### src/rtl/pipeline_ctrl_pkg.sv
// Shared types and defaults for the pipeline sequencer: FSM state encoding,
// per-cycle latch-control bundle and parameter defaults.
package pipeline_ctrl_pkg;

    localparam int unsigned REG_W_DEF        = 5;
    localparam int unsigned CNT_W_DEF        = 32;
    localparam int unsigned DRAIN_CYCLES_DEF = 4;

    typedef enum logic [2:0] {
        ST_IDLE   = 3'd0,
        ST_RUN    = 3'd1,
        ST_STEP   = 3'd2,
        ST_DRAIN  = 3'd3,
        ST_HALTED = 3'd4
    } state_e;

    // Latch controls decoded each cycle from state plus datapath status.
    typedef struct packed {
        logic pipe_enable;
        logic pc_write;
        logic if_id_write;
        logic if_id_flush;
        logic id_ex_bubble;
    } ctrl_t;

endpackage

### src/rtl/pipeline_ctrl_if.sv
// Debug-unit commands, datapath status and latch controls of the pipeline sequencer.
interface pipeline_ctrl_if #(
    parameter int unsigned REG_W = pipeline_ctrl_pkg::REG_W_DEF,
    parameter int unsigned CNT_W = pipeline_ctrl_pkg::CNT_W_DEF
);
    logic             i_run;
    logic             i_step;
    logic             i_clear;
    logic             i_halt_id;
    logic             i_jump_taken;
    logic             i_id_ex_mem_read;
    logic [REG_W-1:0] i_id_ex_rt;
    logic [REG_W-1:0] i_if_id_rs;
    logic [REG_W-1:0] i_if_id_rt;
    logic             o_pipe_enable;
    logic             o_pc_write;
    logic             o_if_id_write;
    logic             o_if_id_flush;
    logic             o_id_ex_bubble;
    logic             o_halted;
    logic [CNT_W-1:0] o_cycle_cnt;

    modport master (
        output i_run, i_step, i_clear, i_halt_id, i_jump_taken,
               i_id_ex_mem_read, i_id_ex_rt, i_if_id_rs, i_if_id_rt,
        input  o_pipe_enable, o_pc_write, o_if_id_write, o_if_id_flush,
               o_id_ex_bubble, o_halted, o_cycle_cnt
    );

    modport slave (
        input  i_run, i_step, i_clear, i_halt_id, i_jump_taken,
               i_id_ex_mem_read, i_id_ex_rt, i_if_id_rs, i_if_id_rt,
        output o_pipe_enable, o_pc_write, o_if_id_write, o_if_id_flush,
               o_id_ex_bubble, o_halted, o_cycle_cnt
    );
endinterface

### src/rtl/pipeline_ctrl_hazard_unit.sv
// Load-use hazard detect: a load in EX whose destination feeds the instruction in ID.
module pipeline_ctrl_hazard_unit #(
    parameter int unsigned REG_W = pipeline_ctrl_pkg::REG_W_DEF
) (
    input  logic             mem_read,
    input  logic [REG_W-1:0] ex_rt,
    input  logic [REG_W-1:0] if_id_rs,
    input  logic [REG_W-1:0] if_id_rt,
    output logic             hazard_c
);
    // $zero is never a real dependency.
    assign hazard_c = mem_read && (ex_rt != '0) &&
                      ((ex_rt == if_id_rs) || (ex_rt == if_id_rt));
endmodule

### src/rtl/pipeline_ctrl.sv
// Pipeline sequencer: run/step gating, load-use stall, jump flush, HALT drain
// and saturating count of enabled cycles.
module pipeline_ctrl
    import pipeline_ctrl_pkg::*;
#(
    parameter int unsigned DRAIN_CYCLES = DRAIN_CYCLES_DEF,
    parameter int unsigned CNT_W        = CNT_W_DEF,
    parameter int unsigned REG_W        = REG_W_DEF
) (
    input  logic           clk,
    input  logic           rst,
    pipeline_ctrl_if.slave bus
);
    localparam int unsigned DW = $clog2(DRAIN_CYCLES + 1);

    state_e           state_q, state_d;
    logic [DW-1:0]    drain_cnt_q, drain_cnt_d;
    logic [CNT_W-1:0] cycle_cnt_q, cycle_cnt_d;
    logic             hazard_c;
    ctrl_t            ctrl_c;
    logic             halt_go_c;

    pipeline_ctrl_hazard_unit #(.REG_W(REG_W)) u_hazard (
        .mem_read (bus.i_id_ex_mem_read),
        .ex_rt    (bus.i_id_ex_rt),
        .if_id_rs (bus.i_if_id_rs),
        .if_id_rt (bus.i_if_id_rt),
        .hazard_c (hazard_c)
    );

    // A stalled HALT stays in ID and is acted on once the stall clears.
    assign halt_go_c = bus.i_halt_id && !hazard_c;

    // Latch-control decode; everything stays low while the pipe is frozen.
    always_comb begin
        ctrl_c = '0;
        unique case (state_q)
            ST_RUN, ST_STEP: begin
                ctrl_c.pipe_enable = 1'b1;
                if (hazard_c) begin
                    ctrl_c.id_ex_bubble = 1'b1;
                end else begin
                    ctrl_c.pc_write    = 1'b1;
                    ctrl_c.if_id_write = 1'b1;
                    ctrl_c.if_id_flush = bus.i_jump_taken;
                end
            end
            ST_DRAIN: begin
                ctrl_c.pipe_enable = 1'b1;
                ctrl_c.if_id_flush = 1'b1;
            end
            default: ;
        endcase
    end

    // Next state, drain counter and cycle counter.
    always_comb begin
        state_d     = state_q;
        drain_cnt_d = drain_cnt_q;
        cycle_cnt_d = cycle_cnt_q;
        if (ctrl_c.pipe_enable && (cycle_cnt_q != '1)) begin
            cycle_cnt_d = cycle_cnt_q + CNT_W'(1);
        end
        if (bus.i_clear) begin
            cycle_cnt_d = '0;
        end
        unique case (state_q)
            ST_IDLE: begin
                if (bus.i_run)       state_d = ST_RUN;
                else if (bus.i_step) state_d = ST_STEP;
            end
            ST_STEP: begin
                state_d     = halt_go_c ? ST_DRAIN : ST_IDLE;
                drain_cnt_d = '0;
            end
            ST_RUN: begin
                if (halt_go_c) state_d = ST_DRAIN;
                drain_cnt_d = '0;
            end
            ST_DRAIN: begin
                if (drain_cnt_q == DW'(DRAIN_CYCLES - 1)) begin
                    state_d     = ST_HALTED;
                    drain_cnt_d = '0;
                end else begin
                    drain_cnt_d = drain_cnt_q + DW'(1);
                end
            end
            ST_HALTED: begin
                if (bus.i_clear) state_d = ST_IDLE;
            end
            default: state_d = ST_IDLE;
        endcase
    end

    always_ff @(posedge clk or posedge rst) begin
        if (rst) begin
            state_q     <= ST_IDLE;
            drain_cnt_q <= '0;
            cycle_cnt_q <= '0;
        end else begin
            state_q     <= state_d;
            drain_cnt_q <= drain_cnt_d;
            cycle_cnt_q <= cycle_cnt_d;
        end
    end

    assign bus.o_pipe_enable  = ctrl_c.pipe_enable;
    assign bus.o_pc_write     = ctrl_c.pc_write;
    assign bus.o_if_id_write  = ctrl_c.if_id_write;
    assign bus.o_if_id_flush  = ctrl_c.if_id_flush;
    assign bus.o_id_ex_bubble = ctrl_c.id_ex_bubble;
    assign bus.o_halted       = (state_q == ST_HALTED);
    assign bus.o_cycle_cnt    = cycle_cnt_q;

endmodule
### src/flat_wrapper.sv
// flat-port wrapper written by rule: the top's interface ports become plain ports
module pipeline_ctrl_flat import pipeline_ctrl_pkg::*;
#(
    parameter int unsigned DRAIN_CYCLES = DRAIN_CYCLES_DEF,
    parameter int unsigned CNT_W        = CNT_W_DEF,
    parameter int unsigned REG_W        = REG_W_DEF
)
  (clk, rst, bus_i_run, bus_i_step, bus_i_clear, bus_i_halt_id, bus_i_jump_taken, bus_i_id_ex_mem_read, bus_i_id_ex_rt, bus_i_if_id_rs, bus_i_if_id_rt, bus_o_pipe_enable, bus_o_pc_write, bus_o_if_id_write, bus_o_if_id_flush, bus_o_id_ex_bubble, bus_o_halted, bus_o_cycle_cnt);
  pipeline_ctrl_if #(.REG_W(REG_W), .CNT_W(CNT_W)) bus_i ();
  input  logic clk;
  input  logic rst;
  input wire logic [$bits(bus_i.i_run)-1:0] bus_i_run;
  input wire logic [$bits(bus_i.i_step)-1:0] bus_i_step;
  input wire logic [$bits(bus_i.i_clear)-1:0] bus_i_clear;
  input wire logic [$bits(bus_i.i_halt_id)-1:0] bus_i_halt_id;
  input wire logic [$bits(bus_i.i_jump_taken)-1:0] bus_i_jump_taken;
  input wire logic [$bits(bus_i.i_id_ex_mem_read)-1:0] bus_i_id_ex_mem_read;
  input wire logic [$bits(bus_i.i_id_ex_rt)-1:0] bus_i_id_ex_rt;
  input wire logic [$bits(bus_i.i_if_id_rs)-1:0] bus_i_if_id_rs;
  input wire logic [$bits(bus_i.i_if_id_rt)-1:0] bus_i_if_id_rt;
  output wire logic [$bits(bus_i.o_pipe_enable)-1:0] bus_o_pipe_enable;
  output wire logic [$bits(bus_i.o_pc_write)-1:0] bus_o_pc_write;
  output wire logic [$bits(bus_i.o_if_id_write)-1:0] bus_o_if_id_write;
  output wire logic [$bits(bus_i.o_if_id_flush)-1:0] bus_o_if_id_flush;
  output wire logic [$bits(bus_i.o_id_ex_bubble)-1:0] bus_o_id_ex_bubble;
  output wire logic [$bits(bus_i.o_halted)-1:0] bus_o_halted;
  output wire logic [$bits(bus_i.o_cycle_cnt)-1:0] bus_o_cycle_cnt;
  assign bus_i.i_run = bus_i_run;
  assign bus_i.i_step = bus_i_step;
  assign bus_i.i_clear = bus_i_clear;
  assign bus_i.i_halt_id = bus_i_halt_id;
  assign bus_i.i_jump_taken = bus_i_jump_taken;
  assign bus_i.i_id_ex_mem_read = bus_i_id_ex_mem_read;
  assign bus_i.i_id_ex_rt = bus_i_id_ex_rt;
  assign bus_i.i_if_id_rs = bus_i_if_id_rs;
  assign bus_i.i_if_id_rt = bus_i_if_id_rt;
  assign bus_o_pipe_enable = bus_i.o_pipe_enable;
  assign bus_o_pc_write = bus_i.o_pc_write;
  assign bus_o_if_id_write = bus_i.o_if_id_write;
  assign bus_o_if_id_flush = bus_i.o_if_id_flush;
  assign bus_o_id_ex_bubble = bus_i.o_id_ex_bubble;
  assign bus_o_halted = bus_i.o_halted;
  assign bus_o_cycle_cnt = bus_i.o_cycle_cnt;
  pipeline_ctrl #(.DRAIN_CYCLES(DRAIN_CYCLES), .CNT_W(CNT_W), .REG_W(REG_W)) u_core (.clk(clk), .rst(rst), .bus(bus_i));
endmodule
### config.mk
export PLATFORM = sky130hd
export DESIGN_NAME = pipeline_ctrl_flat
export DESIGN_NICKNAME = d
export VERILOG_FILES = /design/src/rtl/pipeline_ctrl_pkg.sv /design/src/rtl/pipeline_ctrl_if.sv /design/src/rtl/pipeline_ctrl_hazard_unit.sv /design/src/rtl/pipeline_ctrl.sv /design/src/flat_wrapper.sv
export SDC_FILE = /design/constraint.sdc
export NUM_CORES = 1
export LEC_CHECK = 0
export CELL_PAD_IN_SITES_DETAIL_PLACEMENT = 0
export CELL_PAD_IN_SITES_GLOBAL_PLACEMENT = 2
export CORE_AREA = 2 2 60 118
export DETAILED_ROUTE_END_ITERATION = 12
export DIE_AREA = 0 0 62 120
export DONT_BUFFER_PORTS = 1
export PLACE_DENSITY = 0.83
export SLEW_MARGIN = 20
export SYNTH_ARGS = -nofsm -noshare
export SYNTH_HDL_FRONTEND = slang
export SYNTH_HIERARCHICAL = 1
export SYNTH_SLANG_ARGS = --single-unit
### constraint.sdc
create_clock -name clk -period 3.19 [get_ports clk]
set_clock_uncertainty 0.1 [all_clocks]
set_input_delay 0.638 -clock clk [delete_from_list [all_inputs] [get_ports clk]]
set_output_delay 0.638 -clock clk [all_outputs]
set_load 0.01 [all_outputs]
Word-level counts from Yosys, hierarchy flattened
Index checks and enable logic that the tools add are counted.

word-level totals
  bits in registers = 38
  input port bits = 23
  output and inout port bits = 38
  word-level logic and storage cells = 47

operators by class
  mux-type cells = 17
  add/sub/neg operators = 2
  reduce and logical (&&, ||, !) cells = 13
  eq/ne operators = 12

operators with widths
  kind                                           count
  2-to-1 mux 32 bit                              2
  adder 32 x 1 -> 32 bit, second input constant  1
  != test 32 bit, second input constant          1
  2-to-1 mux 3 bit                               7
  case mux 3 bit (5 select lines)                1
  == test 5 bit                                  2
  == test 3 x 2 -> 1 bit, second input constant  3
  case mux 3 bit (2 select lines)                1
  nonzero test 5 bit                             1
  logical AND 1 bit                              4
  2-to-1 mux 2 bit                               2
  != test 2 x 1 -> 1 bit, second input constant  2
  AND reduction 4 bit                            1
  nonzero test 2 bit                             2
  adder 3 x 1 -> 3 bit, second input constant    1
  == test 3 x 1 -> 1 bit, second input constant  1
  == test 3 bit, second input constant           1
  logical NOT 3 bit                              1
  2-to-1 mux 1 bit                               3
  != test 3 bit, second input constant           1
  OR reduction 3 bit                             1
  != test 2 bit, second input constant           1
  case mux 1 bit (2 select lines)                1
  OR reduction 2 bit                             1
  2 further kinds                                2

Depth between registers and ports, before layout
  word-level depth = 7
  depth in mapped cells = 9
  mapped depth without buffers = 9

Modules after synthesis
Netlist, hierarchy kept.

modules (own cells, without submodules)
  module                     area an instance (µm²)  sequential area each (µm²)  instances  cells an instance
  pipeline_ctrl              2232.1                  950.9                       1          244
  pipeline_ctrl_hazard_unit  125.1                   0.0                         1          17

Worst setup path before layout
No wires, ideal clock.

  path type = in2out
  start point = in bus_i_id_ex_rt[1]
  end point = out bus_o_if_id_flush
  cell stages on the path = 5
  buffers on the path = 0
  arrival = 2.027 ns
  data required time = 2.452 ns
  setup slack = 0.425 ns
  cell sequence = or4_1 -> o21ai_1 -> a21oi_1 -> or3b_2 -> a21oi_1

on the way
  cells in the longest elaborated chain, start to end = 5
  elaborated cells between the ends (all ways) = 8
  those cells by class = 2 x eq/ne; 2 x mux; 4 x reduce/logical

ends and longest elaborated chain
  element                                                line                                                              RTL
  from (decl)                                            flat_wrapper.sv:18                                                input wire logic [$bits(bus_i.i_id_ex_rt)-1:0] bus_i_id_ex_rt;
  == test 5 bit or nonzero test 5 bit (tied branches)    pipeline_ctrl_hazard_unit.sv:13, pipeline_ctrl_hazard_unit.sv:12
  logical OR 1 bit or logical AND 1 bit (tied branches)  pipeline_ctrl_hazard_unit.sv:13, pipeline_ctrl_hazard_unit.sv:12
  logical AND 1 bit *                                    pipeline_ctrl_hazard_unit.sv:12                                   assign hazard_c = mem_read && (ex_rt != '0) &&
  named net u_core.hazard_c                              pipeline_ctrl.sv:19                                               logic hazard_c;
  2-to-1 mux 3 bit *                                     pipeline_ctrl.sv:40                                               if (hazard_c) begin
  case mux 1 bit (2 select lines) *                      pipeline_ctrl.sv:37                                               unique case (state_q)
  to (decl)                                              flat_wrapper.sv:24                                                output wire logic [$bits(bus_i.o_if_id_flush)-1:0] bus_o_if_id_flush;

The timed path passes the listed nets; every way through them passes the cells marked *.

Worst setup path in the final report
Same ends and word-level chain as after synthesis.

==> out/summary.txt <==
STATUS
--------------------------------------------------------------------------------------------------
Result of the run ................................................................... finished clean

SYNTHESIS
--------------------------------------------------------------------------------------------------
Summed instance area of the synthesized netlist .....................................  0.00236 mm²
Post-synth ARST share ...............................................................         100%
Syn Inst Count ......................................................................          261
Fraction of post-synthesis cell area in the top cell type by area ...................        40.3%
Most instantiated cells after synthesis ............................................. 38 x dfrtp_1, 26 x a21oi_1, 17 x nor2_1, 17 x or4_1
Yosys warning total .................................................................            6
Sequential-to-total area share from yosys stat ......................................        40.3%
Count of flip-flops with a built-in enable after synthesis ..........................            0
Main area contributors after synthesis .............................................. dfrtp_1 40%, a21oi_1 5.5%, or4_1 5.4%
Most common cell in the netlist .....................................................      dfrtp_1
Synth unique cells ..................................................................           48
Cell type with the largest total area after synthesis ...............................      dfrtp_1
Average size of a mapped cell .......................................................     9.03 µm²
Top_reg_cell synth ..................................................................      dfrtp_1
Number of synthesized register bits .................................................           38
Post-Synthesis Net Count ............................................................          286

GRT
--------------------------------------------------------------------------------------------------
Global route overflow ...............................................................            0
Number of antenna violations at the first check in global routing ...................            0
Overall global routing resource usage ...............................................        17.2%
Number of global-route vias before repair ...........................................        1,913
Maximum number of pins on one net before global-route repair ........................           39
Wire length of the first global-routing pass ........................................      9560 µm

PLACEMENT
--------------------------------------------------------------------------------------------------
Placed wire-length estimate .........................................................      4370 µm
Cell Count Post-Placement ...........................................................          340
Number of buffers added on ports ....................................................            0
Final estimated routing congestion in global placement ..............................        0.742
Cell area after placement ...........................................................  0.00242 mm²

JOB
--------------------------------------------------------------------------------------------------
Count of maximum capacitance violations .............................................            0

CRITICAL PATH
--------------------------------------------------------------------------------------------------
CP endpoint kind ....................................................................   output pin
Peak fanout along the critical path .................................................            4
CP arrival ..........................................................................      2.10 ns
Critical path launch point type ..................................................... primary input
Category of the most critical setup path ............................................ primary input to output pin
Required time of the critical path ..................................................      2.45 ns

TIMING
--------------------------------------------------------------------------------------------------
Clock period minus final worst setup slack ..........................................      2.84 ns
Slew margin rel. ....................................................................        58.6%
Max Slew Vio Count ..................................................................            0
Timing-limited maximum frequency ....................................................      352 MHz
Final cycle utilization of the critical path ........................................        89.0%
Final sum of negative setup slack ...................................................         0 ns
Total of endpoints with negative setup slack in the final report ....................            0
Worst-Margin Slew ...................................................................     0.605 ns
Fin. Hold Viols .....................................................................            0
Setup repair after global routing missed its margin .................................        false

ROUTE
--------------------------------------------------------------------------------------------------
Final Routed Wirelength .............................................................      6110 µm
Post-route DRC ......................................................................            0
Initial drt markers .................................................................           72
Vias per cell .......................................................................         5.75
Count of vias placed by the detailed router .........................................        2,002
Number of routed nets with antenna violations .......................................            0
Detailed-router iteration count before antenna repair ...............................            4
Routed length per placed instance ...................................................      17.6 µm

PWR
--------------------------------------------------------------------------------------------------
Worst ir drop on vdd ................................................................       266 µV
Power density over the cells ........................................................   561 mW/mm²
Leakage power .......................................................................     0.935 nW
Overall power consumption ...........................................................      1.44 mW

CLOCK NETWORK
--------------------------------------------------------------------------------------------------
Total number of clock tree sinks ....................................................           38
Maximum count of clock buffers along a single path ..................................            2
Hold-fix buffer count after cts .....................................................            0
Clock tree from TritonCTS ...........................................................          yes
TritonCTS Buffers ...................................................................            5
Depth of the CTS H-tree .............................................................            2
Resized Gates After CTS .............................................................            0
Post-CTS setup repair buffer count ..................................................            0
Clock Latency Late Sink .............................................................      0.28 ns
Clock transition time at the flip-flop clock pins of the worst setup and hold paths .      0.06 ns
Root Driver .........................................................................    clkbuf_16

FINAL LAYOUT
--------------------------------------------------------------------------------------------------
Number of nets in the layout ........................................................          284
Layout cell share with drive strength beyond 1 ......................................        11.2%
Final cell utilization of the core ..................................................        39.1%
Final cell count without fillers ....................................................          348
Layout-stage area growth over the synthesis result ..................................        8.97%
Post-Layout Inst Area ...............................................................  0.00257 mm²
Number of fill cells ................................................................          676
Antenna diodes ......................................................................            0

DIE
--------------------------------------------------------------------------------------------------
Placement row count .................................................................           42
Horizontal extent of the die ........................................................        62 µm
Vertical die dimension ..............................................................       120 µm
Total die area ......................................................................  0.00744 mm²
Area of the core region .............................................................  0.00657 mm²
Initial Utilization .................................................................        35.9%
Number of I/O pins ..................................................................           61

WORST HOLD PATH
--------------------------------------------------------------------------------------------------
Worst hold path class ............................................................... primary input to asynchronous set/reset pin

## path summary, 6_finish.rpt
| path | startpoint | to | slack, ns | cells past startpoint |
|---|---|---|---|---|
| setup / recovery | bus_i_id_ex_rt[1] | bus_o_if_id_flush | 0.35 | 5 |
| hold / removal | rst | u_core/bus.o_cycle_cnt[25]$_DFFE_PP0P_ | 0.27 | 2 |
| setup reg to reg | u_core/bus.o_cycle_cnt[10]$_DFFE_PP0P_ | u_core/bus.o_cycle_cnt[27]$_DFFE_PP0P_ | 0.46 | 5 |
| hold reg to reg | u_core/drain_cnt_q[2]$_DFFE_PP0P_ | u_core/drain_cnt_q[2]$_DFFE_PP0P_ | 0.39 | 1 |
| max in group asynchronous | rst | u_core/bus.o_cycle_cnt[0]$_DFFE_PP0P_ | 2.36 | 2 |
| min in group clk | bus_i_clear | u_core/bus.o_cycle_cnt[20]$_DFFE_PP0P_ | 0.31 | 1 |
## cells in the final DEF, fill, tap and decap left out, types with 8 or more instances in the layout
master	count
nand4_1	8
nor2_1	17
xnor2_1	12
inv_1	9
o21ai_0	10
or4_1	17
o31ai_1	15
nand2_1	13
a21oi_1	26
nand3_1	15
dfrtp_1	38
## cell families after synthesis
logic type | Yosys count | synth area share (%)
xor+xnor | 19 | 7.06
simple gates | 113 | 28.8
compound gates | 63 | 16.5
fa+ha+maj | 2 | 1.06
mux | 3 | 1.33
buf+inv | 23 | 4.99
flops | 38 | 40.3
## worst max-delay path, stage by stage
cell	delay, ns
or4_1	0.50
o21ai_1	0.14
a21oi_1	0.09
or3b_2	0.47
a21oi_1	0.27
## stage by stage
stage	hold slack, ns	setup WS, ns
floorplan	0.348	0.425
detailed placement	0.375	0.355
finish	0.268	0.352
global route	0.306	0.224
CTS	0.287	0.347
global placement	0.363	0.351
## layout make-up
type | instances | area, µm² | area share, %
multi-input cells | 200 | 1290 | 50.2
flip-flops and latches | 38 | 951 | 37.0
clock buffers | 7 | 143 | 5.55
well taps | 88 | 110 | 4.29
repair buffers | 5 | 37.5 | 1.46
inverters | 9 | 33.8 | 1.32
clock inverters | 1 | 5.00 | 0.195
## routing by layer
| layer | vias to the layer above | GRT usage, % | wire length, µm |
|---|---|---|---|
| met3 | 8 | 4.74 | 409 |
| met1 | 960 | 19.5 | 2340 |
| met4 | 0 | 6.91 | 118 |
| met2 | 57 | 29.0 | 3240 |
| li1 | 977 | - | - |
| met5 | - | 0 | 0 |
## where the power goes
part           total [mW]  switching (mW)  internal (mW)
clock network       0.508           0.198          0.310
registers           0.595          0.0703          0.525
logic               0.338           0.202          0.136
## registers in the layout (all words and copies together) (netlist names)
signal	cells
u_core/bus.o_cycle_cnt	32
u_core/drain_cnt_q	3
u_core/state_q	3
Power figures use the tool's default switching activity.
==> edit (same settings) <==
Set the package constant `DRAIN_CYCLES_DEF` to 8 (it was 4).
--- a/src/rtl/pipeline_ctrl_pkg.sv
+++ b/src/rtl/pipeline_ctrl_pkg.sv
@@ -4,7 +4,7 @@
 
     localparam int unsigned REG_W_DEF        = 5;
     localparam int unsigned CNT_W_DEF        = 32;
-    localparam int unsigned DRAIN_CYCLES_DEF = 4;
+    localparam int unsigned DRAIN_CYCLES_DEF = 8;
 
     typedef enum logic [2:0] {
         ST_IDLE   = 3'd0,
Check against the original RTL: not equivalent (a bounded check fails within 10 cycles, from zero or initial values and one cycle with rst high).
==> edit against the unedited design <==
- sequential cell count up 1
- global-route usage up 0.99 points
- first-iteration DRC count down 24%
- power increased by 5.8%
- final area grew 3.0%
- combinational power grew 23%
- synthesized area rose by 2.1%
- via count up 5.7%
- setup slack got worse by 0.045 ns
- fmax is 1.5% lower
- register-to-register slack better by 0.20 ns
- routed wire length up 2.7%
- cell count grew 3.2%
- critical path depth unchanged
==> edit: results (changes against the unedited design) <==
status finished, final reports clean (unchanged); Synth Area in Compound Gates 15.5% (was 16.5%); Vias 2117 (was 2002); Final HPWL DP 4490 um (was 4370 um); synth unique cells 42 (was 48); Post-Route WL 6270 um (was 6110 um); max_slew headroom 59.1% (was 58.6%); crit-path max FO 5 (was 4); gp weighted congestion 0.751 (was 0.742); largest net degree at the start of global routing 40 (was 39); family with the most delay on the worst path simple AND/OR/NAND/NOR gates (unchanged); reg2reg start u_core/bus.o_cycle_cnt[8]$_DFFE_PP0P_ (was u_core/bus.o_cycle_cnt[10]$_DFFE_PP0P_); Synth area leaders dfrtp_1, a21oi_1, or4_1, o31ai_1, or3_1 (was dfrtp_1, a21oi_1, or4_1, o31ai_1, xnor2_1); All-Layer GR Usage 18.2% (was 17.2%); Die Wd 62 um (unchanged); Worst R2R Setup Slack 0.66 ns (was 0.46 ns); Synth Area in XOR/XNOR 4.73% (was 7.06%); sequential-to-total area share from yosys stat 40.6% (was 40.3%); Worst Setup SP bus_i_id_ex_rt[1] (unchanged); Worst EP arrival 2.14 ns (was 2.10 ns); final setup TNS 0 ns (unchanged); VDD IR-drop max 0.000239 V (was 0.000266 V); 1st-iter DRT viols 55 (was 72); top cells by count, synth dfrtp_1, a21oi_1, nand2_1 (was dfrtp_1, a21oi_1, nor2_1, or4_1); number of diodes 0 (unchanged); vias in the first global route 2171 (was 1913); Synth Warn # 6 (unchanged); fillcell total 688 (was 676); number of nets in the layout 296 (was 284); static leakage 0.983 nW (was 0.935 nW); mux contribution to synthesized area 2.81% (was 1.33%); first-pass GRT wire length 10300 um (was 9560 um); PortBufs 0 (unchanged); reg-to-reg endpoint u_core/bus.o_cycle_cnt[29]$_DFFE_PP0P_ (was u_core/bus.o_cycle_cnt[27]$_DFFE_PP0P_); fraction of layout cells with a size suffix above 1 10.7% (was 11.2%); CTS root buffer clkbuf_16 (unchanged); post-cts resize count 0 (unchanged); adder-cell share of the synthesized area 1.04% (was 1.06%); antenna violation net count after detailed routing 0 (unchanged)
edit: cell count changes after synthesis, sizes merged, moves of 4 or more:
cell	before	now
clkbuf	9	14
mux2	1	6
nand2	13	20
nand4	10	14
nor2b	2	6
o21ai	11	17
or3	6	15
or4	20	16
xnor2	12	5
edit: per-stage QoR:
stage	total power [mW]	utilization, %	instances	cell area [sq um]	worst slack (ns)
6_report	1.52	40.3	359	2650	0.307
5_1_grt	1.62	40.3	359	2650	0.197
4_1_cts	1.55	40.3	359	2650	0.308
3_5_place_dp	1.04	38.1	352	2500	0.314
3_3_place_gp	1.03	38.1	352	2500	0.311
2_1_floorplan	0.944	-	276	2410	0.406
edit: worst min-delay path by stage:
stage / start / endpoint / slack, ns / cells after the start
6_report: rst / u_core/bus.o_cycle_cnt[21]$_DFFE_PP0P_ / 0.26 / 2
3_3_place_gp: u_core/drain_cnt_q[0]$_DFFE_PP0P_ / u_core/drain_cnt_q[0]$_DFFE_PP0P_ / 0.42 / 1
4_1_cts: rst / u_core/bus.o_cycle_cnt[17]$_DFFE_PP0P_ / 0.29 / 2
3_5_place_dp: u_core/drain_cnt_q[1]$_DFFE_PP0P_ / u_core/drain_cnt_q[1]$_DFFE_PP0P_ / 0.43 / 1
2_1_floorplan: u_core/drain_cnt_q[0]$_DFFE_PP0P_ / u_core/drain_cnt_q[0]$_DFFE_PP0P_ / 0.39 / 1
5_1_grt: bus_i_clear / u_core/bus.o_cycle_cnt[9]$_DFFE_PP0P_ / 0.31 / 1
edit: layout make-up:
type / instances / share of cell area [%]
multi-input cells: 213 / 50.6
flip-flops and latches: 39 / 36.9
clock buffers: 6 / 5.25
well taps: 88 / 4.16
repair buffers: 5 / 1.89
inverters: 7 / 0.993
clock inverters: 1 / 0.189
edit: power by group:
group	switching (mW)	total, mW	leakage, nW	internal (mW)
combinational	0.292	0.415	0.373	0.123
sequential	0.0686	0.608	0.538	0.539
clock	0.196	0.502	0.0727	0.305
edit: worst register-to-register path, delay by kind of cell, from the launching register on:
| family | cells | cell delay, ns |
|---|---|---|
| simple gates | 4 | 1.42 |
| flops | 1 | 0.52 |
| mux | 1 | 0.37 |
edit: layer usage:
layer	share of wire [%]	up-vias	GRT usage (%)	wire length, um
li1	-	1022	-	-
met1	35	1025	18.1	2220
met2	56	59	33.4	3500
met3	7.0	11	5.28	441
met4	1.8	0	6.38	113
met5	0	-	0	0
